===== config.mk =====
export PLATFORM = sky130hd
export DESIGN_NAME = gpio_cfg_sequencer
export DESIGN_NICKNAME = d
export VERILOG_FILES = /design/src/rtl/gpio_cfg_pkg.sv /design/src/rtl/gpio_cfg_serializer.sv /design/src/rtl/gpio_cfg_sequencer.sv
export SDC_FILE = /design/constraint.sdc
export NUM_CORES = 1
export LEC_CHECK = 0
export ABC_AREA = 1
export CELL_PAD_IN_SITES_DETAIL_PLACEMENT = 1
export CELL_PAD_IN_SITES_GLOBAL_PLACEMENT = 1
export CORE_AREA = 4 4 228 174
export DETAILED_ROUTE_END_ITERATION = 12
export DIE_AREA = 0 0 232 178
export PLACE_DENSITY = 0.84
export SLEW_MARGIN = 20
export SYNTH_ARGS = -nofsm -noshare
export SYNTH_HDL_FRONTEND = slang
export SYNTH_SLANG_ARGS = --single-unit

===== constraint.sdc =====
create_clock -name clock -period 8.16 [get_ports clock]
set_input_delay 1.224 -clock clock [delete_from_list [all_inputs] [get_ports clock]]
set_output_delay 1.224 -clock clock [all_outputs]
set_load 0.01 [all_outputs]

===== src/rtl/gpio_cfg_pkg.sv =====
// Shared types and constants for the GPIO pad-configuration sequencer.
package gpio_cfg_pkg;

  typedef enum logic [2:0] {
    IDLE  = 3'd0,
    CLEAR = 3'd1,
    SHIFT = 3'd2,
    LOAD  = 3'd3,
    DONE  = 3'd4
  } state_t;

  localparam int CLEAR_CYCLES          = 2;
  localparam int GPIO_CFG_BITS_DEFAULT = 13;
  localparam int CLEAR_CNT_W           = 1;

  // Width of the bit-index counter for an n-bit chain (at least one bit).
  function automatic int bit_cnt_width(input int n);
    return (n < 2) ? 1 : $clog2(n);
  endfunction

endpackage


===== src/rtl/gpio_cfg_serializer.sv =====
// Shadow copy of the configuration vector plus the bit index / phase walker
// that selects the next chain bit, MSB first.
module gpio_cfg_serializer
  import gpio_cfg_pkg::*;
#(
  parameter int N = 8
) (
  input  logic         clk_i,
  input  logic         rst_i,
  input  logic         load_i,
  input  logic         step_i,
  input  logic [N-1:0] data_i,
  output logic         bit_out_o,
  output logic         phase_o,
  output logic         last_o
);

  localparam int CW = bit_cnt_width(N);

  logic [N-1:0]  shadow_q, shadow_d;
  logic [CW-1:0] cnt_q, cnt_d;
  logic          phase_q, phase_d;

  // cnt/phase describe the chain position to be presented on the next cycle;
  // the walker parks on (bit 0, phase B) so last_o stays up until the FSM leaves.
  always_comb begin
    shadow_d = shadow_q;
    cnt_d    = cnt_q;
    phase_d  = phase_q;
    if (load_i) begin
      shadow_d = data_i;
      cnt_d    = CW'(N - 1);
      phase_d  = 1'b0;
    end else if (step_i && !last_o) begin
      phase_d = ~phase_q;
      if (phase_q) begin
        cnt_d = cnt_q - CW'(1);
      end
    end
  end

  always_ff @(posedge clk_i or posedge rst_i) begin
    if (rst_i) begin
      shadow_q <= '0;
      cnt_q    <= '0;
      phase_q  <= 1'b0;
    end else begin
      shadow_q <= shadow_d;
      cnt_q    <= cnt_d;
      phase_q  <= phase_d;
    end
  end

  assign bit_out_o = shadow_q[cnt_q];
  assign phase_o   = phase_q;
  assign last_o    = phase_q && (cnt_q == '0);

endmodule


===== src/rtl/gpio_cfg_sequencer.sv =====
// Sequencer that clears the GPIO pad control chain, shifts the captured
// default words into it and pulses the latch strobe; all outputs registered.
module gpio_cfg_sequencer
  import gpio_cfg_pkg::*;
#(
  parameter int NUM_PADS = 19,
  parameter int CFG_BITS = GPIO_CFG_BITS_DEFAULT
) (
  input  logic                         clock,
  input  logic                         reset,
  input  logic                         start,
  input  logic [NUM_PADS*CFG_BITS-1:0] cfg_data,
  output logic                         serial_clock,
  output logic                         serial_data_out,
  output logic                         serial_load,
  output logic                         serial_resetn,
  output logic                         busy,
  output logic                         done,
  output state_t                       dbg_state
);

  localparam int N = NUM_PADS * CFG_BITS;

  state_t                 state_q, state_d;
  logic [CLEAR_CNT_W-1:0] clr_cnt_q, clr_cnt_d;

  logic serial_clock_q, serial_clock_d;
  logic serial_data_q, serial_data_d;
  logic serial_load_q, serial_load_d;
  logic serial_resetn_q, serial_resetn_d;
  logic busy_q, busy_d;
  logic done_q, done_d;

  logic ser_load, ser_step, ser_bit, ser_phase, ser_last;

  gpio_cfg_serializer #(
    .N (N)
  ) u_serializer (
    .clk_i     (clock),
    .rst_i     (reset),
    .load_i    (ser_load),
    .step_i    (ser_step),
    .data_i    (cfg_data),
    .bit_out_o (ser_bit),
    .phase_o   (ser_phase),
    .last_o    (ser_last)
  );

  always_ff @(posedge clock or posedge reset) begin
    if (reset) begin
      state_q         <= IDLE;
      clr_cnt_q       <= '0;
      serial_clock_q  <= 1'b0;
      serial_data_q   <= 1'b0;
      serial_load_q   <= 1'b0;
      serial_resetn_q <= 1'b0;
      busy_q          <= 1'b0;
      done_q          <= 1'b0;
    end else begin
      state_q         <= state_d;
      clr_cnt_q       <= clr_cnt_d;
      serial_clock_q  <= serial_clock_d;
      serial_data_q   <= serial_data_d;
      serial_load_q   <= serial_load_d;
      serial_resetn_q <= serial_resetn_d;
      busy_q          <= busy_d;
      done_q          <= done_d;
    end
  end

  // SHIFT ends once phase B of bit 0 is on the chain (serial clock high).
  always_comb begin
    state_d  = state_q;
    ser_load = 1'b0;
    case (state_q)
      IDLE, DONE: begin
        if (start) begin
          state_d  = CLEAR;
          ser_load = 1'b1;
        end
      end
      CLEAR: begin
        if (clr_cnt_q == CLEAR_CNT_W'(CLEAR_CYCLES - 1)) begin
          state_d = SHIFT;
        end
      end
      SHIFT: begin
        if (ser_last && serial_clock_q) begin
          state_d = LOAD;
        end
      end
      LOAD:    state_d = DONE;
      default: state_d = IDLE;
    endcase
  end

  // Output registers are loaded with the values belonging to the next state.
  always_comb begin
    ser_step        = (state_d == SHIFT);
    clr_cnt_d       = ((state_q == CLEAR) && (state_d == CLEAR)) ?
                      clr_cnt_q + CLEAR_CNT_W'(1) : '0;
    serial_clock_d  = 1'b0;
    serial_data_d   = 1'b0;
    serial_load_d   = 1'b0;
    serial_resetn_d = 1'b1;
    busy_d          = 1'b0;
    done_d          = 1'b0;
    case (state_d)
      CLEAR: begin
        serial_resetn_d = 1'b0;
        busy_d          = 1'b1;
      end
      SHIFT: begin
        busy_d         = 1'b1;
        serial_clock_d = ser_phase;
        serial_data_d  = ser_bit;
      end
      LOAD: begin
        busy_d        = 1'b1;
        serial_load_d = 1'b1;
      end
      DONE:    done_d = 1'b1;
      default: ;
    endcase
  end

  assign serial_clock    = serial_clock_q;
  assign serial_data_out = serial_data_q;
  assign serial_load     = serial_load_q;
  assign serial_resetn   = serial_resetn_q;
  assign busy            = busy_q;
  assign done            = done_q;
  assign dbg_state       = state_q;

endmodule

==> summary.md, run 1 <==
| Metric | Value |
|---|---|
| YS warnings | 0 |
| Pint | 0.00374 W |
| DP Worst Slack | 3.84 ns |
| GR Overflow Total | 0 |
| Worst slew pin tran | ~0.94 ns |
| Simple-gate area share of the yosys netlist | between 30% and 40% |
| PostCTS Resize Cnt | 0 |
| WL met3 | 1.66 mm |
| Area of the die | 41300 sq um |
| Status | complete, no violations |
| Distinct cell type count after synthesis | 32 |
| DRT Wirelength | 44.5 mm |
| Final core utilization | 44.9% |
| Initial DRC count | ~860 |
| Initial antenna violation count | 1 |
| Vias/cell | 4.88 |
| Sink Count | ~270 |
| Wire length per cell | 18.3 microns |
| Max-cap violations | 0 |
| Fmax achieved | roughly 260 MHz |
| WP buf/inv | 3 |
| Vias in the first global route | 12.9k |
| Sequential area share after synthesis | 52.7% |
| CP delay by family, top | buffers and inverters |
| Commonest non-fill, non-tap cell in the layout | nand2_1 |
| Starting Density | 34.1% |
| Post-layout minimum cycle time | 3.77 ns |
| Num CTS Buffers | 30 |
| TritonRoute pass-1 iters | 5 |
| Clock skew | between 0.02 and 0.025 ns |
| Synthesized area | 12600 sq um |
| Max clock buf depth | 3 |
| Share of cells above drive strength 1 | 5.02% |
| R2R cell count | 5 |
| Crit-path max cell delay | 0.80 ns |
| I/O Pins | roughly 260 |
| Met2 Wirelength | 20.8 mm |
| Post-DP Area | 15600 sq um |
| Max_slew headroom | 37.6% |
| ANT cells | 0 |
| #FFs+latches synth | about 270 |
| Post-CTS Hold Buffers | 0 |
| Sw Pwr | 0.00274 W |
| Crit. End Element | flop |
| Pwr dens | 389 nW/um^2 |
| Worst-Skew Late Latency | 0.58 ns |
| Synthesized Nets | 1958 |
| Post-Synth XOR/XNOR Area | 0.139% |
| Syn Inst Count | between 1.5k and 2k |
| Startpoint type of the worst setup path | input port |
| Critical path's slowest cell | inv_8 |
| Die width | 232 microns |
| Worst-path fanout max | 153 |
| Hold path depth | 1 |
| CP arrival | 4.19 ns |
| Clk Tree Root Cell | clkbuf_16 |
| GRT Total Usage | a little over a fifth |
| Logic pwr share | 40.9% |
| Critical path depth | 5 |
| RSZ-0062 raised after global routing | no |
| Routability cong. | slightly below 0.8 |
| Synth Area in Compound Gates | 4.90% |
| Syn_area_per_cell | about 7.4 sq um |
| Sw Ratio | 42.3% |
| Mux cell area share after synthesis | 0% |
| Filler cells | 4505 |
| Sequential share of power | 36.0% |
| Peak VDD IR | 0.000155 V |
| Largest family of logic cells by synthesized area | simple AND/OR/NAND/NOR gates |
| Port-buffer cells | 258 |
| Post-CTS Setup Inserts | 0 |
| Die height | 178 microns |
| WL met1 | about 21 mm |
| P&R area growth vs syn | 31.8% |
| Reg clk slew, reported paths | 0.06 ns |
| Remaining DRCs | 0 |
| Core area | 37100 sq um |
| Critical path type | input port to flop |
| Clk pwr share | 23.1% |
| Antenna viol nets, final | 0 |
| Final slew viol count | 0 |
| Final setup viols | 0 |
| TNS Setup | 0 ns |
| Final nets | 2161 |
| Critical-path cell list | clkdlybuf4s50_1, nand2_8, inv_8, buf_4, o21ai_0 |
| Final worst slack | 4.39 ns |
| Commonest non-fill, non-tap cells in the layout | nand2_1, dfrtp_1, clkdlybuf4s50_1 |
| Hold Fails Final Rpt | 0 |
| Routed via count | 11.9k |
| Top Metal Used | met4 |
| Htree depth | 1 |
| Design area | 16700 sq um |
| Largest net degree at the start of global routing | 154 |
| Synth Area in Adders | 0.198% |
| LEAKAGE | 8.19 nW |
| FP Rows | a little over 60 |
| Global-route wire length before repair | 71.1 mm |
| Worst hold path type | flop to flop |
| Crit path required time | between 8 and 9 ns |
| DP HPWL | 29.4 mm |
| Final period util | around 46% |
| CTS tree | built |
final timing paths:
path	startpoint	endpoint	slack, ns
setup / recovery	start	u_serializer.shadow_q[28]	4.39
hold / removal	clr_cnt_q	clr_cnt_q	0.45
setup reg to reg	dbg_state[1]	u_serializer.shadow_q[28]	4.80
hold reg to reg	clr_cnt_q	clr_cnt_q	0.45
max in group asynchronous	reset	u_serializer.shadow_q[227]	5.33
min in group asynchronous	reset	u_serializer.shadow_q[133]	1.17
power groups by stage:
stage | sequential (W) | clock [W] | combinational, W
after floorplan | 0.00221 | 0 | 0.00187
after global placement | 0.00231 | 0 | 0.00256
after detailed placement | 0.00235 | 0 | 0.00266
after CTS | 0.00233 | 0.00153 | 0.00269
after global routing | 0.00241 | 0.00159 | 0.00305
final | 0.00234 | 0.00150 | 0.00265
registers in the layout (all words and copies together), names as in the netlist:
signal,count
serial_data_out,1
serial_resetn,1
serial_clock,1
clr_cnt_q,1
u_serializer.phase_o,1
busy,1
dbg_state,3
done,1
u_serializer.shadow_q,247
serial_load,1
u_serializer.cnt_q,8
cell usage after synthesis:
master      n  area [sq um]
a21oi_1    40           200
buf_1       5          18.8
buf_2      31           155
buf_4       3          22.5
buf_6       3          33.8
clkbuf_1   60           225
clkinv_1    1          3.75
dfrtp_1   266          6660
ha_1        2          25.0
inv_1      59           221
inv_2       4          15.0
inv_4       1          6.26
nand2_1   951          3570
nand2_2     3          18.8
nand2_4     2          22.5
nand3_1   147           736
nand3_2     1          10.0
nand3_4     1          17.5
nand3b_1    1          7.51
nand4_4     1          21.3
nor2_1     43           161
nor2_2      2          12.5
nor2_4      2          22.5
nor3_1      3          15.0
o211ai_1    7          52.6
o211ai_2    1          12.5
o21ai_0    58           290
o21ai_2     4          35.0
o21ai_4     1          16.3
o31ai_2     1          12.5
xnor2_1     1          8.76
xor2_1      1          8.76
layout make-up:
type | instances | area, sq um | area share, %
flip-flops and latches | 266 | 6660 | 40.0
repair buffers | 273 | 2710 | 16.3
clock inverters | 17 | 264 | 1.59
multi-input cells | 1273 | 5290 | 31.8
clock buffers | 39 | 835 | 5.01
well taps | 504 | 631 | 3.79
inverters | 65 | 260 | 1.56
cell families (layout without fill, tap and decap cells):
| family | Yosys count | count (layout) |
|---|---|---|
| adders and majority gates | 2 | 2 |
| xor gates and xnor gates | 2 | 2 |
| AOI/OAI and AO/OA | 112 | 112 |
| and+or+nand+nor | 1157 | 1157 |
| DFF | 266 | 266 |
| buffers and inverters | 167 | 394 |
routing by layer:
metal  global-route usage [%]  vias to the layer above
li1                         -                     5682
met1                     30.7                     5908
met2                     35.4                      235
met3                     3.03                       61
met4                     4.28                        0
met5                        0                        -
through the flow:
step                std cells  power (W)  hold WS [ns]
floorplan                1706    0.00408         0.417
global placement         2381    0.00486         0.431
detailed placement       2381    0.00501         0.445
CTS                      2437    0.00655         0.451
global route             2437    0.00705         0.475
finish                   2437    0.00648         0.453
No activity file was read; power rests on OpenSTA's default activity.
==> run 2, diff against run 1 <==
--- a/config.mk
+++ b/config.mk
@@ -8,10 +8,10 @@
 export ABC_AREA = 1
 export CELL_PAD_IN_SITES_DETAIL_PLACEMENT = 1
 export CELL_PAD_IN_SITES_GLOBAL_PLACEMENT = 1
-export CORE_AREA = 4 4 228 174
+export CORE_AREA = 4 4 219 168
 export DETAILED_ROUTE_END_ITERATION = 12
-export DIE_AREA = 0 0 232 178
-export PLACE_DENSITY = 0.84
+export DIE_AREA = 0 0 223 172
+export PLACE_DENSITY = 0.86
 export SLEW_MARGIN = 20
 export SYNTH_ARGS = -nofsm -noshare
 export SYNTH_HDL_FRONTEND = slang
==> constraint.sdc (replaced) <==
create_clock -name clock -period 3.8 [get_ports clock]
set_input_delay 0.57 -clock clock [delete_from_list [all_inputs] [get_ports clock]]
set_output_delay 0.57 -clock clock [all_outputs]
set_load 0.01 [all_outputs]
==> run 2 against run 1 <==
Net effect: global-route usage grew 1.2 points; register-to-register slack lost 3.8 ns; sequential share of layout area grew 0.17 points; clock power grew 96%; sequential power grew 120%; total power grew 110%; critical endpoint is now serial_data_out.
==> summary.md, run 2 (synthesis gave the netlist of run 1 again) <==
| Metric | Value |
|---|---|
| Share of cells above drive strength 1 | 5.17% (+0.15 points) |
| Max reg flops | 247 (unchanged) |
| Sw Pwr | 0.00589 W (+110%) |
| I/O Pins | 259 (unchanged) |
| Final worst slack | 0.968 ns (-3.42 ns) |
| CP arrival | 3.33 ns (-0.86 ns) |
| Max clock buf depth | 3 (unchanged) |
| Top cell by count, worst path | nand2_1 |
| Area of the die | 38400 sq um (-7.1%) |
| CTS tree | built |
| PostCTS Resize Cnt | 0 (unchanged) |
| Post-DP Area | 15600 sq um (+0.31%) |
| Post-CTS Hold Buffers | 0 (unchanged) |
| Wire length per cell | 18.6 microns (+1.5%) |
| RSZ-0062 raised after global routing | no |
| Starting Density | 36.6% (+2.6 points) |
| ANT cells | 0 (unchanged) |
| Sink Count | 266 (unchanged) |
| Crit-path max cell delay | 0.90 ns (+0.10 ns) |
| Max-cap violations | 0 (unchanged) |
| Crit path required time | 4.30 ns (-4.27 ns) |
| Initial antenna violation count | 1 (unchanged) |
| Clk pwr share | 21.4% (-1.7 points) |
| Final nets | 2166 (+0.23%) |
| Port-buffer cells | 258 (unchanged) |
| Vias/cell | 5.03 (+3.1%) |
| TritonRoute pass-1 iters | 5 (unchanged) |
| Clk Tree Root Cell | clkbuf_16 |
| DP Worst Slack | 0.934 ns (-2.91 ns) |
| Biggest register | u_serializer.shadow_q |
| Global-route wire length before repair | 70.7 mm (-0.59%) |
| Post-CTS Setup Inserts | 0 (unchanged) |
| Sequential share of power | 37.4% (+1.4 points) |
| Worst slew pin tran | 0.940 ns (+0.00388 ns) |
| Routability cong. | 0.822 (+4.2%) |
| Worst hold path type | input port to asynchronous set/reset pin |
| Die height | 172 microns (-3.4%) |
| Routed via count | 12.0k (+1.2%) |
| Clock skew | 0.00818 ns (-0.0135 ns) |
| Final period util | 74.5% |
| Commonest non-fill, non-tap cells in the layout | nand2_1, dfrtp_1, clkdlybuf4s50_1 |
| Remaining DRCs | 0 (unchanged) |
| Hold Fails Final Rpt | 0 (unchanged) |
| Final slew viol count | 0 (unchanged) |
| Pwr dens | 829 nW/um^2 (+110%) |
| Initial DRC count | 970 (+13%) |
| Worst-path fanout max | 62 (-59%) |
| Commonest non-fill, non-tap cell in the layout | nand2_1 |
| Antenna viol nets, final | 0 (unchanged) |
| Sw Ratio | 42.9% (+0.56 points) |
| Largest net degree at the start of global routing | 99 (-36%) |
| Final setup viols | 0 (unchanged) |
| Critical path's slowest cell | dfrtp_4 |
| Critical path type | flop to flop |
| Core area | 34500 sq um (-7.1%) |
| Design area | 16600 sq um (-0.42%) |
| DRT Wirelength | 44.4 mm (-0.33%) |
| Die width | 223 microns (-3.9%) |
| DP HPWL | 30.7 mm (+4.5%) |
| Tot Pwr | 0.0137 W (+110%) |
| LEAKAGE | 8.20 nW (+0.10%) |
| Vias in the first global route | 13.0k (+1.4%) |
| Crit. End Element | flop |
| GRT Total Usage | 22.8% (+1.2 points) |
| Startpoint type of the worst setup path | flop |
| Worst-Skew Late Latency | 0.57 ns (about the same) |
| FP Rows | 59 (-3.3%) |
| Reg clk slew, reported paths | 0.07 ns (about the same) |
| Htree depth | 1 (unchanged) |
| Num CTS Buffers | 29 (-3.3%) |
| Critical-path cell list | buf_4, nand2_1, nand3_1, nand2_1, nand2_1, nand2_1, nor2_1, nand2_1, nand2_1, nor2_1, nor2_1, nor2_1, nor2_1 |
| Logic pwr share | 41.2% (+0.3 points) |
| Status | complete, no violations |
| Peak VDD IR | 0.000413 V (+170%) |
| Fmax achieved | 353 MHz |
| P&R area growth vs syn | 31.2% |
| Pint | 0.00785 W (+110%) |
| Max_slew headroom | 37.4% (-0.26 points) |
| GR Overflow Total | 0 (unchanged) |
| Post-layout minimum cycle time | 2.83 ns |
run 2: changes by cell type in the layout (fill, tap and decap cells not counted), moves of 2 or more:
cell        previous run  this run
buf_12                 1         6
bufinv_16              6         3
clkbuf_8               5         7
clkinv_2               5         8
clkinvlp_4             4         2
run 2: path summary, 6_finish.rpt:
| kind | startpoint | endpoint | slack (ns) | cells past startpoint |
|---|---|---|---|---|
| max | u_serializer.cnt_q[0] | serial_data_out | 0.97 | 13 |
| min | reset | u_serializer.shadow_q[136] | 0.40 | 2 |
| max reg2reg | u_serializer.cnt_q[0] | serial_data_out | 0.97 | 13 |
| min reg2reg | clr_cnt_q | clr_cnt_q | 0.45 | 1 |
| max in group asynchronous | reset | u_serializer.shadow_q[38] | 2.48 | 3 |
| min in group clock | clr_cnt_q | clr_cnt_q | 0.45 | 1 |
run 2: per-layer routing:
metal	wire, microns	vias up	global-route usage (%)
met4	836	2	4.26
met2	20900	284	38.5
met5	17	-	0
met3	2120	63	3.92
met1	20500	5984	31.4
li1	-	5701	-
run 2: power groups by stage:
stage / clock network (W) / logic [W] / registers [W]
floorplan: 0 / 0.00402 / 0.00475
global placement: 0 / 0.00540 / 0.00509
detailed placement: 0 / 0.00562 / 0.00515
CTS: 0.00299 / 0.00571 / 0.00514
global route: 0.00313 / 0.00645 / 0.00529
finish: 0.00294 / 0.00566 / 0.00515
run 2: final cells by class:
type,instances,area [sq um]
Tap cell,457,572
Clock buffer,39,833
Timing Repair Buffer,279,2820
Multi-Input combinational cell,1273,5290
Clock inverter,13,146
Fill cell,4229,17900
Inverter,65,260
Sequential cell,266,6660
run 2: worst max-delay path, delay by kind of cell (launching register included):
kind                   cells  cell delay, ns
buffers and inverters      1            0.62
flip-flops                 1            0.90
AND/OR/NAND/NOR           12            1.21
run 2: stage by stage:
| step | hold slack (ns) | util [%] | TNS, ns | instances |
|---|---|---|---|---|
| 6_report | 0.402 | 48.1 | 0 | 2392 |
| 5_1_grt | 0.432 | 48.1 | 0 | 2392 |
| 4_1_cts | 0.406 | 48.1 | 0 | 2392 |
| 3_5_place_dp | 0.439 | 45.3 | 0 | 2340 |
| 3_3_place_gp | 0.439 | 45.3 | 0 | 2340 |
| 2_1_floorplan | 0.417 | - | -74.88 | 1706 |
==> run 3, diff against run 2 <==
--- a/config.mk
+++ b/config.mk
@@ -8,10 +8,10 @@
 export ABC_AREA = 1
 export CELL_PAD_IN_SITES_DETAIL_PLACEMENT = 1
 export CELL_PAD_IN_SITES_GLOBAL_PLACEMENT = 1
-export CORE_AREA = 4 4 219 168
+export CORE_AREA = 4 4 228 174
 export DETAILED_ROUTE_END_ITERATION = 12
-export DIE_AREA = 0 0 223 172
-export PLACE_DENSITY = 0.86
+export DIE_AREA = 0 0 232 178
+export PLACE_DENSITY = 0.84
 export SLEW_MARGIN = 20
 export SYNTH_ARGS = -nofsm -noshare
 export SYNTH_HDL_FRONTEND = slang
==> constraint.sdc (replaced) <==
create_clock -name clock -period 2.5 [get_ports clock]
set_input_delay 0.375 -clock clock [delete_from_list [all_inputs] [get_ports clock]]
set_output_delay 0.375 -clock clock [all_outputs]
set_load 0.01 [all_outputs]
==> run 3 against run 2 <==
Net effect: clock power grew 64%; critical endpoint unchanged; flip-flop and latch count is the same; non-clock buffer count grew 21; final cell count grew 3.0%; via count grew 0.31%; worst setup slack lost 0.65 ns; design area grew 2.6%; hold slack lost 0.14 ns; first-iteration DRC count shrank 13%; core utilization shrank 2.2 points; global-route usage shrank 1.4 points; critical path depth grew 1.
==> summary.md, run 3 (synthesis gave the netlist of run 1 again) <==
| Metric | Value |
|---|---|
| Share of cells above drive strength 1 | 6.38% (+1.2 points) |
| Critical path type | flop to flop |
| Worst hold path type | input port to asynchronous set/reset pin |
| DRT Wirelength | 44.7 mm (+0.71%) |
| Num CTS Buffers | 30 (+3.4%) |
| P&R area growth vs syn | 34.6% |
| Worst-path fanout max | 33 (-47%) |
| Hold Slack | 0.262 ns (-0.140 ns) |
| Peak VDD IR | 0.000633 V (+53%) |
| Commonest non-fill, non-tap cell in the layout | nand2_1 |
| Core area | 37100 sq um (+7.6%) |
| Routed via count | 12.1k (+0.31%) |
| Clk Tree Root Cell | clkbuf_16 |
| Global-route wire length before repair | 70.7 mm (about the same) |
| Largest net degree at the start of global routing | 133 (+34%) |
| Filler cells | 4565 (+7.9%) |
| Commonest non-fill, non-tap cells in the layout | nand2_1, dfrtp_1, clkdlybuf4s50_1 |
| CP arrival | 2.68 ns (-0.65 ns) |
| Crit. End Element | flop |
| Antenna viol nets, final | 0 (unchanged) |
| Worst-Skew Late Latency | 0.57 ns (about the same) |
| Vias/cell | 4.90 (-2.6%) |
| Routability cong. | 0.828 (+0.79%) |
| Die height | 178 microns (+3.5%) |
| TNS Setup | 0 ns (unchanged) |
| Clock skew | 0.0197 ns (+0.0115 ns) |
| FP Rows | 61 (+3.4%) |
| RSZ-0062 raised after global routing | no |
| PostCTS Resize Cnt | 0 (unchanged) |
| Sink Count | 266 (unchanged) |
| DP Worst Slack | 0.334 ns (-0.600 ns) |
| Final slew viol count | 0 (unchanged) |
| Die width | 232 microns (+4.0%) |
| Reg clk slew, reported paths | 0.07 ns (about the same) |
| Max reg flops | 247 (unchanged) |
| ANT cells | 0 (unchanged) |
| Port-buffer cells | 258 (unchanged) |
| Max-cap violations | 0 (unchanged) |
| Startpoint type of the worst setup path | flop |
| Initial antenna violation count | 0 (-1) |
| Area of the die | 41300 sq um (+7.7%) |
| Max_slew headroom | 43.2% (+5.8 points) |
| GRT Total Usage | 21.3% (-1.4 points) |
| Post-CTS Hold Buffers | 0 (unchanged) |
| Post-DP Area | 15900 sq um (+2.0%) |
| Max clock buf depth | 3 (unchanged) |
| Fmax achieved | 458 MHz (+30%) |
| Status | complete, no violations |
| Pwr dens | 1270 nW/um^2 (+53%) |
| LEAKAGE | 8.38 nW (+2.2%) |
| Starting Density | 34.1% (-2.6 points) |
| Final period util | 87.4% (+13 points) |
| Htree depth | 1 (unchanged) |
| Initial DRC count | 848 (-13%) |
| Design area | 17000 sq um (+2.6%) |
| Final setup viols | 0 (unchanged) |
| Worst slew pin tran | 0.852 ns (-0.0873 ns) |
| Remaining DRCs | 0 (unchanged) |
| Final worst slack | 0.316 ns (-0.653 ns) |
| Vias in the first global route | 12.9k (-1.0%) |
| I/O Pins | 259 (unchanged) |
| Post-CTS Setup Inserts | 0 (unchanged) |
| TritonRoute pass-1 iters | 4 (-1) |
| Biggest register | u_serializer.shadow_q |
| Final nets | 2188 (+1.0%) |
| CTS tree | built |
| GR Overflow Total | 0 (unchanged) |
| Wire length per cell | 18.1 microns (-2.2%) |
| Tot Pwr | 0.0216 W (+57%) |
| Post-layout minimum cycle time | 2.18 ns (-0.647 ns) |
| Crit path required time | 3.00 ns (-1.30 ns) |
| DP HPWL | 31.3 mm (+1.9%) |
| Hold Fails Final Rpt | 0 (unchanged) |
==> run 3: cell types whose count changed in the layout (fill, tap and decap cells not counted), sizes merged <==
cell      before  now
bufinv         3    5
buf           21   42
clkinv         8    6
clkinvlp       2    4
inv           65   66
clkbuf        39   40
==> run 3: cell type report <==
type | instances | area [sq um] | area share (%)
Clock buffer | 40 | 858 | 5.05
Tap cell | 504 | 631 | 3.71
Timing Repair Buffer | 300 | 3070 | 18.1
Sequential cell | 266 | 6660 | 39.2
Clock inverter | 16 | 231 | 1.36
Multi-Input combinational cell | 1273 | 5290 | 31.1
Inverter | 65 | 260 | 1.53
==> run 3: power breakdown <==
| group | switching (W) | internal, W |
|---|---|---|
| clock | 0.00189 | 0.00293 |
| combinational | 0.00603 | 0.00321 |
| sequential | 0.00114 | 0.00638 |
| total | 0.00906 | 0.0125 |
==> run 3: final timing paths <==
kind                                              end                   from  slack (ns)  cells after the start
max                                   serial_data_out  u_serializer.cnt_q[0]        0.32                     14
min                        u_serializer.shadow_q[191]                  reset        0.26                      3
max reg2reg                           serial_data_out  u_serializer.cnt_q[0]        0.32                     14
min reg2reg                                 clr_cnt_q              clr_cnt_q        0.46                      1
max in group asynchronous  u_serializer.shadow_q[219]                  reset        1.63                      3
min in group clock         u_serializer.shadow_q[182]          cfg_data[182]        0.33                      3
==> run 3: per-stage QoR <==
| step | cells | util, % |
|---|---|---|
| 3_3_place_gp | 2408 | 42.9 |
| 4_1_cts | 2464 | 45.9 |
| 5_1_grt | 2464 | 45.9 |
| 2_1_floorplan | 1706 | - |
| 3_5_place_dp | 2408 | 42.9 |
| 6_report | 2464 | 45.9 |
==> run 3: layer usage <==
layer	vias to the layer above	track usage (%)	share of wire [%]	wire length, microns
li1	5743	-	-	-
met1	5987	29.8	46	20600
met2	275	35.1	47	21000
met3	66	3.82	4.9	2200
met4	0	4.46	2.0	910
met5	-	0	0	0
==> run 3: worst max-delay path, stage by stage (launching register included) <==
cell,delay [ns]
dfrtp_4,0.53
inv_4,0.21
buf_12,0.24
nand2_1,0.10
nand3_1,0.08
nand2_1,0.09
nand2_1,0.07
nand3b_1,0.11
nor2_1,0.18
nor2_1,0.06
nand2_1,0.13
nand2_1,0.07
nand2_1,0.06
nor2_1,0.04
nor2_1,0.12
